===== src/rtl/dmem_ctrl.sv =====
// Data-memory controller: two-port round-robin arbiter feeding four byte-lane banks,
// with misaligned byte/half/word access and a registered, sign/zero-extended load response.
module dmem_ctrl #(
   parameter int AW = 9,
   parameter int DW = 8,
   parameter int NP = 2
) (
   input  logic                 clk,
   input  logic                 rst,
   input  logic [NP-1:0]        req_i,
   input  logic [NP-1:0]        we_i,
   input  logic [NP*(AW+2)-1:0] addr_i,
   input  logic [NP*2-1:0]      size_i,
   input  logic [NP-1:0]        uns_i,
   input  logic [NP*32-1:0]     wdata_i,
   output logic [NP-1:0]        gnt_o,
   output logic [NP-1:0]        rvalid_o,
   output logic [NP*32-1:0]     rdata_o,
   output logic [NP-1:0]        err_o,
   output logic [4*AW-1:0]      bank_addr_o,
   output logic [3:0]           bank_wr_o,
   output logic [4*DW-1:0]      bank_wdata_o,
   input  logic [4*DW-1:0]      bank_rdata_i
);
   localparam int BW = AW + 2;

   logic [BW-1:0] p_addr  [NP];
   logic [1:0]    p_size  [NP];
   logic [31:0]   p_wdata [NP];

   genvar gi;
   generate
      for (gi = 0; gi < NP; gi++) begin : g_port
         assign p_addr[gi]  = addr_i[gi*BW +: BW];
         assign p_size[gi]  = size_i[gi*2 +: 2];
         assign p_wdata[gi] = wdata_i[gi*32 +: 32];
      end
   endgenerate

   // prio_q names the port that wins the next contended cycle
   logic prio_q, prio_d;
   logic sel;

   always_comb begin
      gnt_o  = '0;
      prio_d = prio_q;
      if (!rst) begin
         if (req_i[0] && req_i[1]) gnt_o[prio_q] = 1'b1;
         else                      gnt_o = req_i;
         if (gnt_o[0])      prio_d = 1'b1;
         else if (gnt_o[1]) prio_d = 1'b0;
      end
   end

   assign sel = gnt_o[1];

   always_ff @(posedge clk or posedge rst) begin
      if (rst) prio_q <= 1'b0;
      else     prio_q <= prio_d;
   end

   logic          ex_valid_q;
   logic          ex_port_q;
   logic          ex_we_q;
   logic [BW-1:0] ex_addr_q;
   logic [1:0]    ex_size_q;
   logic          ex_uns_q;
   logic [31:0]   ex_wdata_q;

   always_ff @(posedge clk or posedge rst) begin
      if (rst) begin
         ex_valid_q <= 1'b0;
         ex_port_q  <= 1'b0;
         ex_we_q    <= 1'b0;
         ex_addr_q  <= '0;
         ex_size_q  <= 2'b00;
         ex_uns_q   <= 1'b0;
         ex_wdata_q <= '0;
      end else begin
         ex_valid_q <= |gnt_o;
         if (|gnt_o) begin
            ex_port_q  <= sel;
            ex_we_q    <= we_i[sel];
            ex_addr_q  <= p_addr[sel];
            ex_size_q  <= p_size[sel];
            ex_uns_q   <= uns_i[sel];
            ex_wdata_q <= p_wdata[sel];
         end
      end
   end

   logic [2:0] nbytes;
   always_comb begin
      case (ex_size_q)
         2'b00:   nbytes = 3'd1;
         2'b01:   nbytes = 3'd2;
         2'b10:   nbytes = 3'd4;
         default: nbytes = 3'd0;
      endcase
   end

   // raw holds the access bytes in order k, gathered from lane (base+k)%4
   logic [31:0] raw;

   generate
      for (gi = 0; gi < 4; gi++) begin : g_lane
         logic [1:0]    k;
         logic [1:0]    lsel;
         logic [BW-1:0] baddr;
         logic          touched;
         assign k       = 2'(gi) - ex_addr_q[1:0];
         assign baddr   = ex_addr_q + BW'(k);
         assign touched = ({1'b0, k} < nbytes);
         assign bank_addr_o[gi*AW +: AW]  = touched ? baddr[BW-1:2] : ex_addr_q[BW-1:2];
         assign bank_wr_o[gi]             = ex_valid_q && ex_we_q && touched && !rst;
         assign bank_wdata_o[gi*DW +: DW] = ex_wdata_q[32'(k)*DW +: DW];
         assign lsel = ex_addr_q[1:0] + 2'(gi);
         assign raw[gi*DW +: DW] = bank_rdata_i[32'(lsel)*DW +: DW];
      end
   endgenerate

   logic [31:0] resp_data;
   logic        resp_err;

   always_comb begin
      resp_data = '0;
      resp_err  = (ex_size_q == 2'b11);
      if (!ex_we_q) begin
         case (ex_size_q)
            2'b00:   resp_data = {{24{~ex_uns_q & raw[7]}}, raw[7:0]};
            2'b01:   resp_data = {{16{~ex_uns_q & raw[15]}}, raw[15:0]};
            2'b10:   resp_data = raw;
            default: resp_data = '0;
         endcase
      end
   end

   logic [NP-1:0]    rvalid_q;
   logic [NP-1:0]    err_q;
   logic [NP*32-1:0] rdata_q;

   always_ff @(posedge clk or posedge rst) begin
      if (rst) begin
         rvalid_q <= '0;
         err_q    <= '0;
         rdata_q  <= '0;
      end else begin
         for (int p = 0; p < NP; p++) begin
            rvalid_q[p] <= ex_valid_q && (int'(ex_port_q) == p);
            if (ex_valid_q && (int'(ex_port_q) == p)) begin
               rdata_q[p*32 +: 32] <= resp_data;
               err_q[p]            <= resp_err;
            end
         end
      end
   end

   assign rvalid_o = rvalid_q;
   assign err_o    = err_q;
   assign rdata_o  = rdata_q;

endmodule

===== config.mk =====
export PLATFORM = sky130hd
export DESIGN_NAME = dmem_ctrl
export DESIGN_NICKNAME = d
export VERILOG_FILES = /design/src/rtl/dmem_ctrl.sv
export SDC_FILE = /design/constraint.sdc
export NUM_CORES = 1
export LEC_CHECK = 0
export ABC_AREA = 1
export BUFFER_PORTS_ARGS = -buffer_cell sky130_fd_sc_hd__clkbuf_2
export CORE_MARGIN = 4
export CORE_UTILIZATION = 40
export CTS_CLUSTER_SIZE = 24
export DETAILED_ROUTE_END_ITERATION = 16
export PLACE_DENSITY = 0.71
export SETUP_SLACK_MARGIN = 0.4
export SLEW_MARGIN = 0
export SYNTH_ARGS = -nofsm -noshare
export SYNTH_HDL_FRONTEND = slang
export SYNTH_SLANG_ARGS = --single-unit

===== constraint.sdc =====
create_clock -name clk -period 3.5 [get_ports clk]
set_input_delay 0.35 -clock clk [delete_from_list [all_inputs] [get_ports clk]]
set_output_delay 0.35 -clock clk [all_outputs]
set_load 0.01 [all_outputs]

==> summary.md <==
| Metric | Value |
|---|---|
| Mapped Area | `7687 um^2` |
| # IOs | `272` |
| Core box area | `between 15000 and 20000 um^2` |
| Clk sinks | `118` |
| FP Rows | `50` |
| Vias in the first global route | `8169` |
| Die height | `146.6 um` |
| Min-delay worst type | `in -> reg` |
| First-pass GRT wire length | `42770 um` |
| CTS Buffer Depth | `2` |
| Number of flops mapped to enable cells by yosys | `0` |
| Status | `completed` |
| Syn-to-layout area delta | `26.43%` |
| Busiest layer in global routing | `met2` |
| Hold Vio Cnt, Final | `0` |
| Mean post-synth cell area | `approximately 7 um^2` |
| Initial antenna violation count | `2` |
| Final Util | `about 52%` |
| Met3 global-route usage | `4.904%` |
| Hold path cells | `3` |
| Synth async-reset ratio | `100.0%` |
| Clk slew on worst S/H paths | `about 0.060 ns` |
| Final worst path period share | `84.55%` |
| Setup tns final | `0 ns` |
| H-tree levels | `4` |
| FF+latch count, synth | `118` |
| Register area share after synthesis | `38.41%` |
| Most common cell in the netlist | `nand2_1` |
| Share of layout cells above drive strength 1 | `27.79%` |
| Power density over the cells | `728.4 nW/um^2` |
| Post-Syn Nets | `about 1200` |
| Top cell type's share of synthesized area | `38.41%` |
| Max-slew violations | `0` |
| Via-to-Cell Ratio | `around 5.3` |
| Largest net degree at the start of global routing | `100` |
| Final WL | `roughly 27000 um` |
| WP data arrival | `2.61 ns` |
| Headroom to the max-slew limit | `a little under half` |
| Leak pwr | `5.350 nW` |
| Detailed Place HPWL | `between 15000 and 20000 um` |
| DR WL/cell | `17.12 um` |
| PortBufs | `about 270` |
| Worst setup SP type | `flop` |
| Met2 usage | `a little over 40%` |
| Crit Path Max Fanout | `20` |
| Slew @ Worst Pin | `around 0.79 ns` |
| CP Cell Sequence | `inv_8, ha_4, buf_12, clkinv_8, ha_1, inv_1, a21oi_1, nand2_1, nand2_2, nor2_4, nand4_1, nand2_1, clkbuf_2` |
| GR Util met1 | `31.06%` |
| Post-Syn Instances | `roughly 1100` |
| Crit path kind | `reg -> out` |
| Min cycle time layout | `2.959 ns` |
| Clock Latency Late Sink | `0.43 ns` |
| Final Wtd Congestion | `0.9351` |
| First-pass detailed-route iteration total | `6` |
| Total power | `0.007080 W` |
| Synth top area cells | `dfrtp_1, nand2_1, nand3_1` |
| Cts bufs inserted | `17` |
| CTS tree | `done` |
| Antenna viol nets, final | `0` |
| Via count | `8455` |
| Max VDD drop | `approximately 0.39 mV` |
| Die footprint | `21500 um^2` |
| Gr usage total | `24.91%` |
| Ys Warns | `0` |
| CP dominant cell by count | `nand2_1` |
| Die width | `146.6 um` |
| Initial DRC count | `between 600 and 700` |
| DRC | `0` |
| CP peak stage delay | `0.41 ns` |
| Synth top cells by count | `nand2_1, nand3_1, dfrtp_1, o21ai_0, inv_1` |
| R2R depth | `8` |
| Most area-hungry cell type in the Yosys netlist | `dfrtp_1` |
| Top FF cell, synth | `dfrtp_1` |
| Gr ovfl total | `0` |
| Library cells used by synthesis | `35` |
| Worst path required time | `3.15 ns` |
| Clock skew | `0.01046 ns` |
| Crit end category | `output pin` |
| Unrepaired setup endpoints after global routing | `false` |
| CTS Root Cell | `clkbuf_16` |
| Starting Density | `about two fifths` |
| Max-cap viol count | `0` |
| Setup violators final | `0` |
| Fmax | `0.3379 GHz` |
| Crit path max-delay cell type | `dfrtp_2` |
| Final #Nets | `between 1000 and 1500` |
stage by stage:
step	std cells	area, um^2	worst slack [ns]	hold WS (ns)
after CTS	1601	9657	0.4800	0.1725
after global placement	1566	9021	0.5977	0.3654
final	1604	9719	0.5408	0.1765
after floorplan	1101	7710	0.4062	0.5009
after global routing	1604	9719	0.3924	0.1862
after detailed placement	1566	9021	0.5433	0.3685
placed cells by master, fill, tap and decap left out, types with 2 or more instances in the layout:
cell	n
nor2_4	2
o21ai_0	82
clkinv_2	2
buf_4	13
nor3_2	2
bufinv_16	2
clkbuf_16	18
o22ai_1	45
nor2_2	7
nand4_1	5
inv_6	3
nand2_2	5
ha_1	8
o21ai_2	4
dfrtp_1	117
clkinv_4	4
diode_2	2
nor2_1	63
xor2_1	11
nand2_1	343
inv_8	3
nand3_1	158
inv_4	5
inv_2	5
inv_1	73
nand3_2	14
o21ai_1	6
clkinvlp_4	2
clkbuf_2	271
xor2_2	2
a21oi_1	51
clkinv_1	2
layer usage:
| metal | vias up | share of wire [%] |
|---|---|---|
| met2 | 408 | 49 |
| met1 | 3907 | 40 |
| met3 | 72 | 7.5 |
| li1 | 4068 | - |
| met4 | 0 | 3.8 |
| met5 | - | 0 |
flip-flops by register name, summed over array words and instances (netlist names):
register and flops:
err_o 2, ex_addr_q 11, ex_port_q 1, ex_size_q 2, ex_uns_q 1, ex_valid_q 1, ex_wdata_q 32, ex_we_q 1
prio_q 1, rdata_o 64, rvalid_o 2
path summary, 6_finish.rpt:
| path | endpoint | from | slack (ns) |
|---|---|---|---|
| max | bank_addr_o[25] | ex_addr_q[0] | 0.54 |
| min | ex_wdata_q[10] | wdata_i[42] | 0.18 |
| max reg2reg | rdata_o[30] | ex_addr_q[0] | 1.15 |
| min reg2reg | rdata_o[49] | rdata_o[49] | 0.48 |
| max in group asynchronous | rdata_o[63] | rst | 1.46 |
| min in group asynchronous | ex_wdata_q[14] | rst | 0.47 |
worst max-delay path: cells and delay by family (launching register included):
family | cells | cell delay (ns)
flip-flops | 1 | 0.41
buffers and inverters | 5 | 0.52
AND/OR/NAND/NOR | 5 | 0.60
AO/OA/AOI/OAI | 1 | 0.04
adder cells (fa/ha/maj) | 2 | 0.61
logic make-up after synthesis:
| logic type | synth area share (%) |
|---|---|
| AO/OA/AOI/OAI | 13.69 |
| AND/OR/NAND/NOR | 34.36 |
| adder cells (fa/ha/maj) | 1.465 |
| XOR/XNOR | 1.481 |
| flip-flops | 38.41 |
| buffers and inverters | 10.60 |
what timing repair did:
| action | CTS | global route |
|---|---|---|
| cloned | 1 | 1 |
| resized for setup | 6 | 8 |
| setup buffers | 1 | 0 |
| hold endpoints to repair | 26 | 0 |
| pin swaps | 0 | 1 |
| hold buffers | 1 | 0 |
| setup endpoints to repair | 14 | 7 |
report_power, final:
group	switching (W)	internal [W]	leakage (nW)
Sequential	0.000277	0.00176	1.49
Combinational	0.00212	0.00115	3.58
Clock	0.000709	0.00106	0.288
final cells by class:
class                      count  area (um^2)
fill                        1851         9111
clock inverter                15        168.9
sequential                   118         2954
timing repair inverter         1        6.256
antenna                        2        5.005
multi-input combinational    817         3958
timing repair buffer         288         1524
tap                          260        325.3
clock buffer                  17        425.4
inverter                      86        352.8
(Power assumes the default switching activity.)
